### src/rtl/rls803_shifter_if.sv
// ---------------------------------------------------------------------------
// rls803_shifter_if
// Bundles the operand/result signals of the logical barrel shifter so the
// datapath can hand the whole bus to the shifter as a single port.
//
// Signals:
//   data_in      operand to shift (driven by master)
//   shift_amount number of bit positions 0..WIDTH-1 (driven by master)
//   direction    0 = logical right, 1 = logical left (driven by master)
//   data_out     combinational shift result (driven by slave)
//   data_out_q   registered copy of data_out (driven by slave)
//
// Modports:
//   master  the consumer/driver of operands (ALU, testbench)
//   slave   the shifter itself
// ---------------------------------------------------------------------------
interface rls803_shifter_if #(
    parameter int WIDTH   = 8,
    parameter int SHAMT_W = 3
);
    logic [WIDTH-1:0]   data_in;
    logic [SHAMT_W-1:0] shift_amount;
    logic               direction;
    logic [WIDTH-1:0]   data_out;
    logic [WIDTH-1:0]   data_out_q;

    modport master (
        output data_in,
        output shift_amount,
        output direction,
        input  data_out,
        input  data_out_q
    );

    modport slave (
        input  data_in,
        input  shift_amount,
        input  direction,
        output data_out,
        output data_out_q
    );
endinterface

### src/rtl/rls803_shifter.sv
// ---------------------------------------------------------------------------
// rls803_shifter
// Logical barrel shifter (zero fill, no rotate, no sign fill) with a
// combinational result and a registered copy for pipelined consumers.
//
// Ports:
//   clk      system clock; rising edge loads data_out_q
//   clear_n  asynchronous active-low clear; forces data_out and data_out_q
//            to zero while low
//   bus      rls803_shifter_if.slave carrying data_in, shift_amount,
//            direction (inputs) and data_out, data_out_q (outputs)
//
// Structure: a single right shifter built from log2(WIDTH) mux stages
// (shift by 1, 2, 4, ...). Left shifts reuse it by bit-reversing the operand
// going in and the result coming out.
// ---------------------------------------------------------------------------
module rls803_shifter #(
    parameter int WIDTH   = 8,
    parameter int SHAMT_W = 3
) (
    input  logic                  clk,
    input  logic                  clear_n,
    rls803_shifter_if.slave       bus
);

    logic [WIDTH-1:0] w_stage_in;
    logic [WIDTH-1:0] w_shifted;
    logic [WIDTH-1:0] w_result;
    logic [WIDTH-1:0] r_data_q;

    // Mirror bit order: bit i <-> bit WIDTH-1-i.
    function automatic logic [WIDTH-1:0] bit_reverse(input logic [WIDTH-1:0] v);
        logic [WIDTH-1:0] r;
        for (int i = 0; i < WIDTH; i++) begin
            r[i] = v[WIDTH-1-i];
        end
        return r;
    endfunction

    // A left shift is a right shift of the mirrored operand, mirrored back.
    always_comb begin
        w_stage_in = bus.direction ? bit_reverse(bus.data_in) : bus.data_in;
    end

    // One mux stage per shift_amount bit; stage k shifts by 2**k.
    always_comb begin
        w_shifted = w_stage_in;
        for (int k = 0; k < SHAMT_W; k++) begin
            if (bus.shift_amount[k]) begin
                w_shifted = w_shifted >> (1 << k);
            end
        end
    end

    // Clear gates the combinational result directly, independent of clk.
    always_comb begin
        w_result = '0;
        if (clear_n) begin
            w_result = bus.direction ? bit_reverse(w_shifted) : w_shifted;
        end
    end

    always_ff @(posedge clk or negedge clear_n) begin
        if (!clear_n) begin
            r_data_q <= '0;
        end else begin
            r_data_q <= w_result;
        end
    end

    assign bus.data_out   = w_result;
    assign bus.data_out_q = r_data_q;

endmodule

### src/flat_wrapper.sv
// flat-port wrapper written by rule: the top's interface ports become plain ports
module rls803_shifter_flat 
#(
    parameter int WIDTH   = 8,
    parameter int SHAMT_W = 3
)
  (clk, clear_n, bus_data_in, bus_shift_amount, bus_direction, bus_data_out, bus_data_out_q);
  rls803_shifter_if #(.WIDTH(WIDTH), .SHAMT_W(SHAMT_W)) bus_i ();
  input  logic clk;
  input  logic clear_n;
  input wire logic [$bits(bus_i.data_in)-1:0] bus_data_in;
  input wire logic [$bits(bus_i.shift_amount)-1:0] bus_shift_amount;
  input wire logic [$bits(bus_i.direction)-1:0] bus_direction;
  output wire logic [$bits(bus_i.data_out)-1:0] bus_data_out;
  output wire logic [$bits(bus_i.data_out_q)-1:0] bus_data_out_q;
  assign bus_i.data_in = bus_data_in;
  assign bus_i.shift_amount = bus_shift_amount;
  assign bus_i.direction = bus_direction;
  assign bus_data_out = bus_i.data_out;
  assign bus_data_out_q = bus_i.data_out_q;
  rls803_shifter #(.WIDTH(WIDTH), .SHAMT_W(SHAMT_W)) u_core (.clk(clk), .clear_n(clear_n), .bus(bus_i));
endmodule
### config.mk
export PLATFORM = sky130hd
export DESIGN_NAME = rls803_shifter_flat
export DESIGN_NICKNAME = d
export VERILOG_FILES = /design/src/rtl/rls803_shifter_if.sv /design/src/rtl/rls803_shifter.sv /design/src/flat_wrapper.sv
export SDC_FILE = /design/constraint.sdc
export NUM_CORES = 1
export LEC_CHECK = 0
export CORE_MARGIN = 5
export CORE_UTILIZATION = 48
export CTS_BUF_LIST = sky130_fd_sc_hd__clkbuf_4 sky130_fd_sc_hd__clkbuf_8
export DETAILED_ROUTE_END_ITERATION = 16
export PLACE_DENSITY_LB_ADDON = 0.1
export SYNTH_ARGS = -nofsm -noshare
export SYNTH_HDL_FRONTEND = slang
export SYNTH_SLANG_ARGS = --single-unit
### constraint.sdc
create_clock -name clk -period 5.1 [get_ports clk]
set_clock_uncertainty 0.15 [all_clocks]
set_input_delay 1.02 -clock clk [delete_from_list [all_inputs] [get_ports clk]]
set_output_delay 1.02 -clock clk [all_outputs]
set_load 0.05 [all_outputs]
==> flow_summary.json, run 1 <==
{
  "peakVddDrop_v": 0.0000856,
  "fmax_ghz": 0.215,
  "core_sq_mm": 0.00152,
  "maxCapViolCount": 0,
  "drt_iter0_drc": 24,
  "grt_pass1_vias": 784,
  "cp_cell_sequence": "clkdlybuf4s50_1, xor2_1, mux2_1, mux2i_1, o221ai_1, clkdlybuf4s50_1",
  "synth_nets": 96,
  "synth.top_cell.area_share": 0.254,
  "yosys.area_share.simple": 0.189,
  "fp.dieArea_sq_mm": 0.00255,
  "period_needed_ns": 4.66,
  "globalplace.congestion": 0.901,
  "netlist_instances": 82,
  "synth.distinct_cells": 36,
  "wl_met3_um": 216,
  "rsz0062_at_grt": "no",
  "p_per_area_mw_per_mm2": 206,
  "rows": 14,
  "cts_resized": 0,
  "crit_path_start": "bus_direction",
  "synth.avg_cell_area_sq_um": 9.61,
  "initial_core_util": 0.517,
  "cts_root_buffer": "clkbuf_4",
  "worst_pin_slew_ns": 0.794,
  "slew_violations": 0,
  "ys_warn_count": 0,
  "nFillCells": 118,
  "cp_slowest_cell": "clkdlybuf4s50_1",
  "path_buf_inv": 2,
  "outcome": "finished, final reports clean",
  "synth_compound_area_frac": 0.217,
  "vias_per_cell": 6.61,
  "hpwlAfterDp_mm": 1.71,
  "final_common_cell": "clkdlybuf4s50_1",
  "drt-total-wl_mm": 2.15,
  "h-tree-depth": 1,
  "final_cells": 127,
  "post-route-period-util": 0.914,
  "synth_xor_xnor_area_share": 0.0111,
  "grt_pass1_wl_mm": 3.62,
  "setup_ws_ns": 0.441,
  "critPathCaptureType": "output port",
  "ys_seq_elements": 8,
  "synth_top_family_by_area": "multiplexers",
  "cts.reportedPaths.clkPinSlew_ns": 0.05,
  "wl_met1_um": 834,
  "grt_max_degree": 18,
  "crit_required_ns": 3.93,
  "drtPass1Iterations": 4,
  "cts_tree": "done",
  "largest_reg_flops": 8,
  "dp_slack_ns": 0.446,
  "nNetsFinal": 127,
  "io_buffers": 29,
  "startpoint_type": "input port",
  "hold_violations": 0,
  "critPathArrivalTime_ns": 3.49,
  "areaGrowthSynthToFinish_pct": 44.0,
  "clock_path_buffers": 2,
  "hold_buffers": 0,
  "setup_tns_ns": 0,
  "postCtsSetupBuffers": 0,
  "cts.sinks": 8,
  "drive_gt1_frac": 0.171,
  "path_delay_family": "buffers and inverters",
  "finalSetupViolations": 0,
  "antenna_found_initial": 0,
  "route.met2.wl_mm": 1.04,
  "antenna_left": 0,
  "place_inst": 124,
  "path_class": "input port to output port",
  "antenna_cells": 0,
  "yosys.area.top_type": "dfrtp_1",
  "leakagePower_nw": 0.439,
  "num_io_pins": 30,
  "placed_area_sq_mm": 0.00111,
  "die_w_um": 50.5,
  "synth_seq_area_share": 0.254,
  "slew_headroom": 0.469,
  "synth_area_leaders": "dfrtp_1 25%, mux4_2 17%, mux2_1 4.3%, nand3_1 3.2%, buf_6 2.9%",
  "final_cell_mix": "25 x clkdlybuf4s50_1, 8 x dfrtp_1, 6 x mux4_2",
  "hp-class": "input port to asynchronous set/reset pin",
  "synth_adder_area_share": 0,
  "syn_area_sq_um": 788,
  "final_util": 0.745,
  "critPathMaxFanout": 11,
  "drc": 0,
  "topRoutingLayerUsed": "met4",
  "synthMuxAreaShare": 0.254,
  "final_area_sq_mm": 0.00113,
  "cpMostUsedCell": "clkdlybuf4s50_1",
  "grt_usage": 0.180,
  "vias": 839,
  "cts_made_buffers": 3,
  "fp.dieH_um": 50.5,
  "cpPeakStageDelay_ns": 0.74,
  "gr-total-overflow": 0,
  "wire_per_inst_um": 16.9
}
## where the power goes
part	internal (mW)	switching, mW	leakage, nW	total [mW]
registers	0.0680	0.000997	0.107	0.0690
clock network	0.0268	0.0199	0.0138	0.0467
logic	0.0487	0.0691	0.319	0.118
total	0.144	0.0900	0.439	0.234
## layer usage
layer | track usage | vias up
met5 | 0 | -
met4 | 0.102 | 0
met3 | 0.0325 | 7
met2 | 0.306 | 53
met1 | 0.208 | 388
li1 | - | 391
## kinds of logic (layout without fill, tap and decap cells)
group                     Yosys count  after routing
and+or+nand+nor                    27             27
xor gates and xnor gates            1              1
muxes                              12             12
buffers and inverters              11             40
AOI/OAI and AO/OA                  23             23
DFF                                 8              8
## cell usage after synthesis (all sizes together)
library cell,count
nor4,2
nor2,5
nor2b,3
a22oi,1
o21ai,4
mux2,4
and4,2
mux4,6
a41oi,2
a2111oi,3
or4,1
nand4,1
o221ai,2
dfrtp,8
clkinv,1
and3,1
mux2i,2
nand3,5
a221o,2
buf,5
clkbuf,2
a21oi,3
o211ai,2
and2b,1
xor2,1
inv,3
o311ai,1
o31ai,1
a211o,1
or3,1
o22ai,1
nand2,5
## layout make-up
cell class	instances	area, sq um	share of cell area
multi-input cells	63	529	0.466
repair buffers	33	348	0.307
flip-flops and latches	8	200	0.176
clock buffers	3	22.5	0.0198
well taps	16	20.0	0.0176
inverters	4	15.0	0.0132
## final timing paths
check                      slack, ns  cells past startpoint                        to
hold / removal                  0.98                      2  u_core.bus.data_out_q[1]
min in group clk                1.48                      4  u_core.bus.data_out_q[2]
max in group asynchronous       3.65                      2  u_core.bus.data_out_q[7]
setup / recovery                0.44                      6           bus_data_out[4]
## per-stage QoR
step                      hold WS (ns)  power [mW]
after floorplan                  0.574       0.143
after global placement            1.23       0.186
after detailed placement          1.24       0.187
after CTS                        0.975       0.235
after global routing              1.01       0.246
final                            0.982       0.234
No activity file was read; power rests on OpenSTA's default activity.
==> inputs of run 2 (changes only) <==
--- a/config.mk
+++ b/config.mk
@@ -13,3 +13,4 @@
 export SYNTH_ARGS = -nofsm -noshare
 export SYNTH_HDL_FRONTEND = slang
 export SYNTH_SLANG_ARGS = --single-unit
+export TNS_END_PERCENT = 50
==> results of run 2 <==
The final DEF is identical to that of run 1; final timing and power are the same.
